### src/rtl/exc_commit_ctrl_if.sv
// MEM-stage to CP0 exception bundle: instruction/exception inputs, forwarded CP0 state,
// and the exception record, flush and redirect outputs of the commit controller.
interface exc_commit_ctrl_if;
    logic        mem_valid_i;
    logic        mem_stall_i;
    logic [31:0] mem_pc_i;
    logic        mem_in_delayslot_i;
    logic [5:0]  mem_exc_flags_i;     // {if_adel, ri, ov, sys, bp, eret}
    logic        mem_dadel_i;
    logic        mem_dades_i;
    logic [31:0] mem_addr_i;
    logic [31:0] cp0_status_i;
    logic [31:0] cp0_cause_i;
    logic [31:0] cp0_epc_i;

    logic        exception_occured_o;
    logic [4:0]  exc_code_o;
    logic [31:0] pc_o;
    logic        is_in_delayslot_o;
    logic [31:0] bad_addr_o;
    logic        flush_o;
    logic [31:0] new_pc_o;

    modport master (
        output mem_valid_i, mem_stall_i, mem_pc_i, mem_in_delayslot_i, mem_exc_flags_i,
               mem_dadel_i, mem_dades_i, mem_addr_i, cp0_status_i, cp0_cause_i, cp0_epc_i,
        input  exception_occured_o, exc_code_o, pc_o, is_in_delayslot_o, bad_addr_o,
               flush_o, new_pc_o
    );

    modport slave (
        input  mem_valid_i, mem_stall_i, mem_pc_i, mem_in_delayslot_i, mem_exc_flags_i,
               mem_dadel_i, mem_dades_i, mem_addr_i, cp0_status_i, cp0_cause_i, cp0_epc_i,
        output exception_occured_o, exc_code_o, pc_o, is_in_delayslot_o, bad_addr_o,
               flush_o, new_pc_o
    );
endinterface

### src/rtl/exc_commit_ctrl.sv
// MEM-stage exception commit controller: picks one exception by fixed priority, hands the
// record to CP0 in the same cycle, then flushes the pipeline and redirects fetch.
module exc_commit_ctrl #(
    parameter logic [31:0] EXC_VECTOR   = 32'hBFC0_0380,
    parameter int unsigned FLUSH_CYCLES = 2            // 1..15
) (
    input  logic             clk,
    input  logic             rst,
    exc_commit_ctrl_if.slave bus
);

    typedef enum logic {IDLE, FLUSH} state_e;

    localparam logic [4:0] EXC_INT  = 5'h00;
    localparam logic [4:0] EXC_ADEL = 5'h04;
    localparam logic [4:0] EXC_ADES = 5'h05;
    localparam logic [4:0] EXC_SYS  = 5'h08;
    localparam logic [4:0] EXC_BP   = 5'h09;
    localparam logic [4:0] EXC_RI   = 5'h0a;
    localparam logic [4:0] EXC_OV   = 5'h0c;
    localparam logic [4:0] EXC_ERET = 5'h10;
    localparam logic [3:0] FLUSH_INIT = 4'(FLUSH_CYCLES);

    state_e      state_q, state_d;
    logic [3:0]  cnt_q, cnt_d;
    logic        flush_q, flush_d;
    logic [31:0] new_pc_q, new_pc_d;
    logic        int_pending_q, int_pending_d;

    logic        f_if_adel, f_ri, f_ov, f_sys, f_bp, f_eret;
    logic        int_req;
    logic        any_exc;
    logic        commit;
    logic [4:0]  win_code;
    logic [31:0] win_bad;

    assign {f_if_adel, f_ri, f_ov, f_sys, f_bp, f_eret} = bus.mem_exc_flags_i;

    // Interrupts are taken only with IE=1, EXL=0 and at least one unmasked pending IP line.
    assign int_req = bus.cp0_status_i[0] & ~bus.cp0_status_i[1]
                   & |(bus.cp0_cause_i[15:8] & bus.cp0_status_i[15:8]);

    assign any_exc = int_pending_q | (|bus.mem_exc_flags_i) | bus.mem_dadel_i | bus.mem_dades_i;

    // Gating with rst keeps the CP0-facing record at zero while reset is held.
    assign commit = rst & (state_q == IDLE) & bus.mem_valid_i & ~bus.mem_stall_i & any_exc;

    // NOTE: every variable gets a default before the if-chain so no latch is inferred.
    always_comb begin
        win_code = EXC_INT;
        win_bad  = '0;
        if (int_pending_q)         win_code = EXC_INT;
        else if (f_if_adel) begin
            win_code = EXC_ADEL;
            win_bad  = bus.mem_pc_i;
        end
        else if (f_ri)             win_code = EXC_RI;
        else if (f_ov)             win_code = EXC_OV;
        else if (f_sys)            win_code = EXC_SYS;
        else if (f_bp)             win_code = EXC_BP;
        else if (bus.mem_dadel_i) begin
            win_code = EXC_ADEL;
            win_bad  = bus.mem_addr_i;
        end
        else if (bus.mem_dades_i) begin
            win_code = EXC_ADES;
            win_bad  = bus.mem_addr_i;
        end
        else if (f_eret)           win_code = EXC_ERET;
    end

    assign bus.exception_occured_o = commit;
    assign bus.exc_code_o          = commit ? win_code : 5'h00;
    assign bus.pc_o                = commit ? bus.mem_pc_i : 32'h0;
    assign bus.is_in_delayslot_o   = commit & bus.mem_in_delayslot_i;
    assign bus.bad_addr_o          = commit ? win_bad : 32'h0;
    assign bus.flush_o             = flush_q;
    assign bus.new_pc_o            = new_pc_q;

    always_comb begin
        state_d       = state_q;
        cnt_d         = cnt_q;
        flush_d       = flush_q;
        new_pc_d      = new_pc_q;
        // Pending interrupt tracks int_req and is consumed by the commit that reports it.
        int_pending_d = int_req & ~(commit & int_pending_q);

        unique case (state_q)
            IDLE: begin
                if (commit) begin
                    state_d  = FLUSH;
                    flush_d  = 1'b1;
                    cnt_d    = FLUSH_INIT;
                    new_pc_d = (win_code == EXC_ERET) ? bus.cp0_epc_i : EXC_VECTOR;
                end
            end
            FLUSH: begin
                if (cnt_q == 4'd1) begin
                    state_d = IDLE;
                    flush_d = 1'b0;
                    cnt_d   = 4'd0;
                end else begin
                    cnt_d = cnt_q - 4'd1;
                end
            end
            default: begin
                state_d = IDLE;
                flush_d = 1'b0;
                cnt_d   = 4'd0;
            end
        endcase
    end

    // NOTE: sequential state uses non-blocking assignments so all flops update together.
    always_ff @(posedge clk or negedge rst) begin
        if (!rst) begin
            state_q       <= IDLE;
            cnt_q         <= 4'd0;
            flush_q       <= 1'b0;
            new_pc_q      <= 32'h0;
            int_pending_q <= 1'b0;
        end else begin
            state_q       <= state_d;
            cnt_q         <= cnt_d;
            flush_q       <= flush_d;
            new_pc_q      <= new_pc_d;
            int_pending_q <= int_pending_d;
        end
    end

    logic unused_cp0_bits;
    assign unused_cp0_bits = ^{bus.cp0_status_i[31:16], bus.cp0_status_i[7:2],
                               bus.cp0_cause_i[31:16], bus.cp0_cause_i[7:0]};

endmodule

### src/flat_wrapper.sv
// flat-port wrapper written by rule: the top's interface ports become plain ports
module exc_commit_ctrl_flat 
#(
    parameter logic [31:0] EXC_VECTOR   = 32'hBFC0_0380,
    parameter int unsigned FLUSH_CYCLES = 2                    
)
  (clk, rst, bus_mem_valid_i, bus_mem_stall_i, bus_mem_pc_i, bus_mem_in_delayslot_i, bus_mem_exc_flags_i, bus_mem_dadel_i, bus_mem_dades_i, bus_mem_addr_i, bus_cp0_status_i, bus_cp0_cause_i, bus_cp0_epc_i, bus_exception_occured_o, bus_exc_code_o, bus_pc_o, bus_is_in_delayslot_o, bus_bad_addr_o, bus_flush_o, bus_new_pc_o);
  exc_commit_ctrl_if bus_i ();
  input  logic clk;
  input  logic rst;
  input wire logic [$bits(bus_i.mem_valid_i)-1:0] bus_mem_valid_i;
  input wire logic [$bits(bus_i.mem_stall_i)-1:0] bus_mem_stall_i;
  input wire logic [$bits(bus_i.mem_pc_i)-1:0] bus_mem_pc_i;
  input wire logic [$bits(bus_i.mem_in_delayslot_i)-1:0] bus_mem_in_delayslot_i;
  input wire logic [$bits(bus_i.mem_exc_flags_i)-1:0] bus_mem_exc_flags_i;
  input wire logic [$bits(bus_i.mem_dadel_i)-1:0] bus_mem_dadel_i;
  input wire logic [$bits(bus_i.mem_dades_i)-1:0] bus_mem_dades_i;
  input wire logic [$bits(bus_i.mem_addr_i)-1:0] bus_mem_addr_i;
  input wire logic [$bits(bus_i.cp0_status_i)-1:0] bus_cp0_status_i;
  input wire logic [$bits(bus_i.cp0_cause_i)-1:0] bus_cp0_cause_i;
  input wire logic [$bits(bus_i.cp0_epc_i)-1:0] bus_cp0_epc_i;
  output wire logic [$bits(bus_i.exception_occured_o)-1:0] bus_exception_occured_o;
  output wire logic [$bits(bus_i.exc_code_o)-1:0] bus_exc_code_o;
  output wire logic [$bits(bus_i.pc_o)-1:0] bus_pc_o;
  output wire logic [$bits(bus_i.is_in_delayslot_o)-1:0] bus_is_in_delayslot_o;
  output wire logic [$bits(bus_i.bad_addr_o)-1:0] bus_bad_addr_o;
  output wire logic [$bits(bus_i.flush_o)-1:0] bus_flush_o;
  output wire logic [$bits(bus_i.new_pc_o)-1:0] bus_new_pc_o;
  assign bus_i.mem_valid_i = bus_mem_valid_i;
  assign bus_i.mem_stall_i = bus_mem_stall_i;
  assign bus_i.mem_pc_i = bus_mem_pc_i;
  assign bus_i.mem_in_delayslot_i = bus_mem_in_delayslot_i;
  assign bus_i.mem_exc_flags_i = bus_mem_exc_flags_i;
  assign bus_i.mem_dadel_i = bus_mem_dadel_i;
  assign bus_i.mem_dades_i = bus_mem_dades_i;
  assign bus_i.mem_addr_i = bus_mem_addr_i;
  assign bus_i.cp0_status_i = bus_cp0_status_i;
  assign bus_i.cp0_cause_i = bus_cp0_cause_i;
  assign bus_i.cp0_epc_i = bus_cp0_epc_i;
  assign bus_exception_occured_o = bus_i.exception_occured_o;
  assign bus_exc_code_o = bus_i.exc_code_o;
  assign bus_pc_o = bus_i.pc_o;
  assign bus_is_in_delayslot_o = bus_i.is_in_delayslot_o;
  assign bus_bad_addr_o = bus_i.bad_addr_o;
  assign bus_flush_o = bus_i.flush_o;
  assign bus_new_pc_o = bus_i.new_pc_o;
  exc_commit_ctrl #(.EXC_VECTOR(EXC_VECTOR), .FLUSH_CYCLES(FLUSH_CYCLES)) u_core (.clk(clk), .rst(rst), .bus(bus_i));
endmodule
### config.mk
export PLATFORM = sky130hd
export DESIGN_NAME = exc_commit_ctrl_flat
export DESIGN_NICKNAME = d
export VERILOG_FILES = /design/src/rtl/exc_commit_ctrl_if.sv /design/src/rtl/exc_commit_ctrl.sv /design/src/flat_wrapper.sv
export SDC_FILE = /design/constraint.sdc
export NUM_CORES = 1
export LEC_CHECK = 0
export ABC_AREA = 0
export CORE_MARGIN = 10
export CORE_UTILIZATION = 29
export DETAILED_ROUTE_END_ITERATION = 10
export PLACE_DENSITY = 0.89
export SKIP_CTS_REPAIR_TIMING = 1
export SLEW_MARGIN = 20
export SYNTH_ARGS = -nofsm -noshare
export SYNTH_HDL_FRONTEND = slang
export SYNTH_SLANG_ARGS = --single-unit
### constraint.sdc
create_clock -name clk -period 6.2 [get_ports clk]
set_input_delay 1.55 -clock clk [delete_from_list [all_inputs] [get_ports clk]]
set_output_delay 1.55 -clock clk [all_outputs]
set_load 0.02 [all_outputs]
After elaboration in Yosys (flattened, before gate mapping). Index checks and enable logic that the tools add are counted.

Register bits: 39. Latch bits: 0. RAM bits: 0. Memory bits (read-only): 0. Input bits: 173. Output and inout bits: 104. Word-level logic and storage cells: 61. Memories kept: 0.

$add $sub $neg: 1. Multipliers: 0. Divide/modulo/power cells: 0. $lt $le $gt $ge: 0. Equal/unequal tests: 4. Shifts and indexed selects: 0. Muxes and demuxes: 30. Bitwise logic cells: 17. Reductions and logical operators: 4.

Operators by type and width (count): 32-bit two-way mux (11); 5-bit two-way mux (10); 1-bit AND (9); 8-bit AND (1); 4-bit two-way mux (2); 4-bit case mux with 2 select lines (1); 8-bit OR reduction (1); 6-bit OR reduction (1); 5-bit == test (second input constant) (1); 4-bit by 1-bit == test with 1-bit output (second input constant) (1); 1-bit two-way mux (4); 1-bit inverter (4); 1-bit case mux with 2 select lines (2); 2-bit AND reduction (2); 4-bit by 1-bit subtractor with 4-bit output (second input constant) (1); 1-bit bitwise OR (3); 2-bit by 1-bit != test with 1-bit output (second input constant) (1); 2-bit != test (second input constant) (1).

Depth between registers and ports, before layout.
Depth in word-level cells: 11. Gate-level depth with buffers: 7.

Worst setup path before layout. Ideal clock, no wire load.

Path type: in2out. Start point: input bus_mem_exc_flags_i[5]. End point: output bus_exc_code_o[0]. Arrival: 2.886 ns. Data required time: 4.650 ns. Setup slack: 1.764 ns. Cell stages on the path: 4. Path buffers: 1. Cell sequence: buf_2 > or2_2 > or4_1 > nor3_1.

Cells in the longest elaborated chain, start to end: 6. Elaborated cells between the ends (all ways): 8. Classes of those cells: 3 x mux; 4 x bitwise; 1 x reduce/logical.

Ends and longest elaborated chain: start, declared (RTL line flat_wrapper.sv:15) `input wire logic [$bits(bus_i.mem_exc_flags_i)-1:0] bus_mem_exc_flags_i;`; 6-bit OR reduction (RTL line exc_commit_ctrl.sv:43) `assign any_exc = int_pending_q | (|bus.mem_exc_flags_i) | bus.mem_dadel_i | bus.mem_dades_i;`; 1-bit bitwise OR (3 in series) (RTL line exc_commit_ctrl.sv:43); 1-bit AND (RTL line exc_commit_ctrl.sv:46) `assign commit = rst & (state_q == IDLE) & bus.mem_valid_i & ~bus.mem_stall_i & any_exc;`; 5-bit two-way mux (*) (RTL line exc_commit_ctrl.sv:73) `assign bus.exc_code_o = commit ? win_code : 5'h00;`; end, declared (RTL line flat_wrapper.sv:23) `output wire logic [$bits(bus_i.exc_code_o)-1:0] bus_exc_code_o;`.

Every way passes the cells marked *; elsewhere a longest branch is shown, timed or not.

Final worst setup path.
Start point: input bus_mem_exc_flags_i[3]. End point: output bus_bad_addr_o[2].

Cells in the longest elaborated chain, start to end: 6. Elaborated cells between the ends (all ways): 10. Classes of those cells: 5 x mux; 4 x bitwise; 1 x reduce/logical.

Ends and longest elaborated chain: 6-bit OR reduction (RTL line exc_commit_ctrl.sv:43); 1-bit bitwise OR (3 in series) (RTL line exc_commit_ctrl.sv:43); 1-bit AND (RTL line exc_commit_ctrl.sv:46); 32-bit two-way mux (*) (RTL line exc_commit_ctrl.sv:76) `assign bus.bad_addr_o = commit ? win_bad : 32'h0;`; end, declared (RTL line flat_wrapper.sv:26) `output wire logic [$bits(bus_i.bad_addr_o)-1:0] bus_bad_addr_o;`.

Marked as above.

==> impl_results.md <==
* Crit Path Max Fanout at 32
* # diodes at 0
* Avg Cell Area, Syn at 9.26 um2
* Die height at 108 um
* Area Growth Syn to Fin at 110%
* H-Tree Level Count at 2
* Most used routing layer: met2
* Initial Utilization at 29.5%
* Final nets at 643
* Sequential area share after synthesis at 43.0%
* FMAX at 0.181 GHz
* Final total power at 0.858 mW
* First-pass GRT wire length at 17100 um
* Drt first pass iters at 5
* Detailed Route Iter0 Violations at 134
* Worst Path Arrival at 3.98 ns
* Clk_skew at 0.00576 ns
* CTS Buf Count at 5
* Final std cells w/o fill at 571
* Detailed Route WL at 11500 um
* Worst r2r src: u_core.state_q
* Syn nets at 420
* Relative slew margins at 49.7%
* Clock Sinks at 39
* Depth of the worst register-to-register path at 4
* Maxcap violations at 0
* Die Span X at 108 um
* TNS Setup at 0 ns
* RSZ-0062 raised after global routing: no
* Avg Vias per Cell at 4.93
* Fin. Hold Viols at 0
* Peak supply drop at 105 uV
* Placed Instances at 563
* Cells after Synth at 245
* Tot GR Track Use at 18.5%
* Synth warn at 0
* Largest net degree at the start of global routing at 45
* PD cells at 180 nW/um2
* End point of the critical path: bus_bad_addr_o[2]
* Share of layout cells above drive strength 1 at 4.69%
* R2r setup slk at 4.17 ns
* Drt drc at 0
* Seq cells post-synth at 39
* Post-synth cell types at 31
* Measured slew at the worst slew-check pin at 0.755 ns
* Tmin final at 5.53 ns
* Outcome: completed
* IO Pins at 277
* Clock transition at path regs at 0.07 ns
* Placer Congestion at 0.819
* Vias at 2817
* Lkg Pwr at 1.83 nW
* CTS Buffer Depth at 2
* Antenna violations before repair at 0
* Met2 usage at 33.4%
* Hold path depth at 1
* Crit start category: input pin
* Element type at the critical path end: primary output
* Global Route met3 Usage at 8.39%
* CTS tree: yes
* Data required, critical path at 4.65 ns
* Critical path origin: bus_mem_exc_flags_i[3]
* Vias in the first global route at 3042
* Detailed Place HPWL at 9600 um
* Congestion Overflow GR at 0
* Core area at 7690 um2
* Kind of critical path: in2out
* HP Class: reg2reg
* Final setup viols at 0
* Final Cycle Share at 89.2%
* FP Rows at 32
* Die Area at 11800 um2
* Post-route ant nets at 0
* Met1 track demand over resource at 19.8%
* Hold_ws at 0.505 ns
* Synthesized area at 2270 um2
* R2r endpoint: u_core.bus.new_pc_o[18]
* WL/cell at 20.2 um
* CTS root buf: clkbuf_8
* Port Buffer Count at 230
* Worst-Skew Late Latency at 0.28 ns
* Max Slew Vio Count at 0
[cells in the mapped netlist, drive strengths merged]
library cell | n | area (um2)
nand4bb | 1 | 11.3
dfrtp | 39 | 976
a21oi | 4 | 20.0
a22o | 20 | 175
nand2 | 6 | 22.5
or4 | 1 | 7.51
and2 | 34 | 213
mux2i | 1 | 10.0
clkbuf | 7 | 26.3
nor2 | 39 | 146
buf | 14 | 68.8
and4b | 1 | 10.0
mux2 | 1 | 11.3
nand4 | 2 | 12.5
a22oi | 36 | 270
o21bai | 1 | 7.51
ha | 2 | 25.0
or2 | 1 | 6.26
nor3 | 7 | 35.0
o21ai | 4 | 23.8
nor3b | 2 | 20.0
inv | 6 | 22.5
nand2b | 2 | 12.5
o22a | 12 | 105
and4 | 1 | 8.76
nor4 | 1 | 21.3
[cells in the final DEF, fill, tap and decap left out, types with 2 or more instances in the layout]
master           count
ha_1                 2
nor3_1               7
nand2b_1             2
clkdlybuf4s50_1    229
o22a_1              12
buf_4                7
dfrtp_1             39
nand4_1              2
nand2_1              6
and2_1              34
clkbuf_8             7
a22o_1              20
o21ai_0              2
o21ai_2              2
a21oi_1              4
a22oi_1             36
nor2_1              39
inv_1                5
[cells by family after synthesis]
logic type	count (synthesis)	share of synthesized area [%]
buffers and inverters	27	5.18
AND/OR/NAND/NOR	98	23.2
multiplexers	2	0.938
AO/OA/AOI/OAI	77	26.5
adder cells (fa/ha/maj)	2	1.10
flip-flops	39	43.0
[where the power goes]
part / switching, mW / total (mW) / internal (mW)
Combinational: 0.153 / 0.347 / 0.195
Sequential: 0.0321 / 0.327 / 0.295
Clock: 0.0819 / 0.183 / 0.101
Total: 0.267 / 0.858 / 0.591
[flip-flops by register name, indices dropped and copies added (netlist names)]
signal	count
u_core.int_pending_q	1
u_core.state_q	1
u_core.bus.new_pc_o	32
u_core.cnt_q	4
u_core.bus.flush_o	1
[worst max-delay path, cell delays in order]
cell and delay, ns:
clkdlybuf4s50_1 0.50, nor4_4 0.40, nor3b_4 0.23, buf_4 0.35, a22oi_1 0.13, nor2_1 0.15, clkdlybuf4s50_1 0.64
[how the worst min path moves through the flow]
stage | from | endpoint
6_report | u_core.bus.new_pc_o[19] | u_core.bus.new_pc_o[19]
5_1_grt | u_core.bus.new_pc_o[10] | u_core.bus.new_pc_o[10]
4_1_cts | u_core.bus.new_pc_o[10] | u_core.bus.new_pc_o[10]
3_5_place_dp | u_core.bus.new_pc_o[1] | u_core.bus.new_pc_o[1]
3_3_place_gp | u_core.bus.new_pc_o[30] | u_core.bus.new_pc_o[30]
2_1_floorplan | u_core.cnt_q[3] | u_core.cnt_q[3]
[cell type report]
class | instances | area (um2)
fill | 666 | 2930
timing repair buffer | 237 | 2350
multi-input combinational | 179 | 1180
sequential | 39 | 976
tap | 102 | 128
clock buffer | 8 | 100
inverter | 6 | 22.5
[per-layer routing]
metal  part of all wire, %  up-vias
met4                  0.56        0
met3                   9.8        6
met2                    54      137
li1                      -     1335
met5                     0        -
met1                    36     1339
[per-stage QoR]
step | instance area (um2) | setup slack (ns) | utilization (%)
after floorplan | 2270 | 1.76 | -
after global placement | 4660 | 0.730 | 60.6
after detailed placement | 4660 | 0.694 | 60.6
after CTS | 4760 | 0.681 | 61.9
after global routing | 4760 | 0.559 | 61.9
final | 4760 | 0.668 | 61.9
No activity file was read; power rests on OpenSTA's default activity.
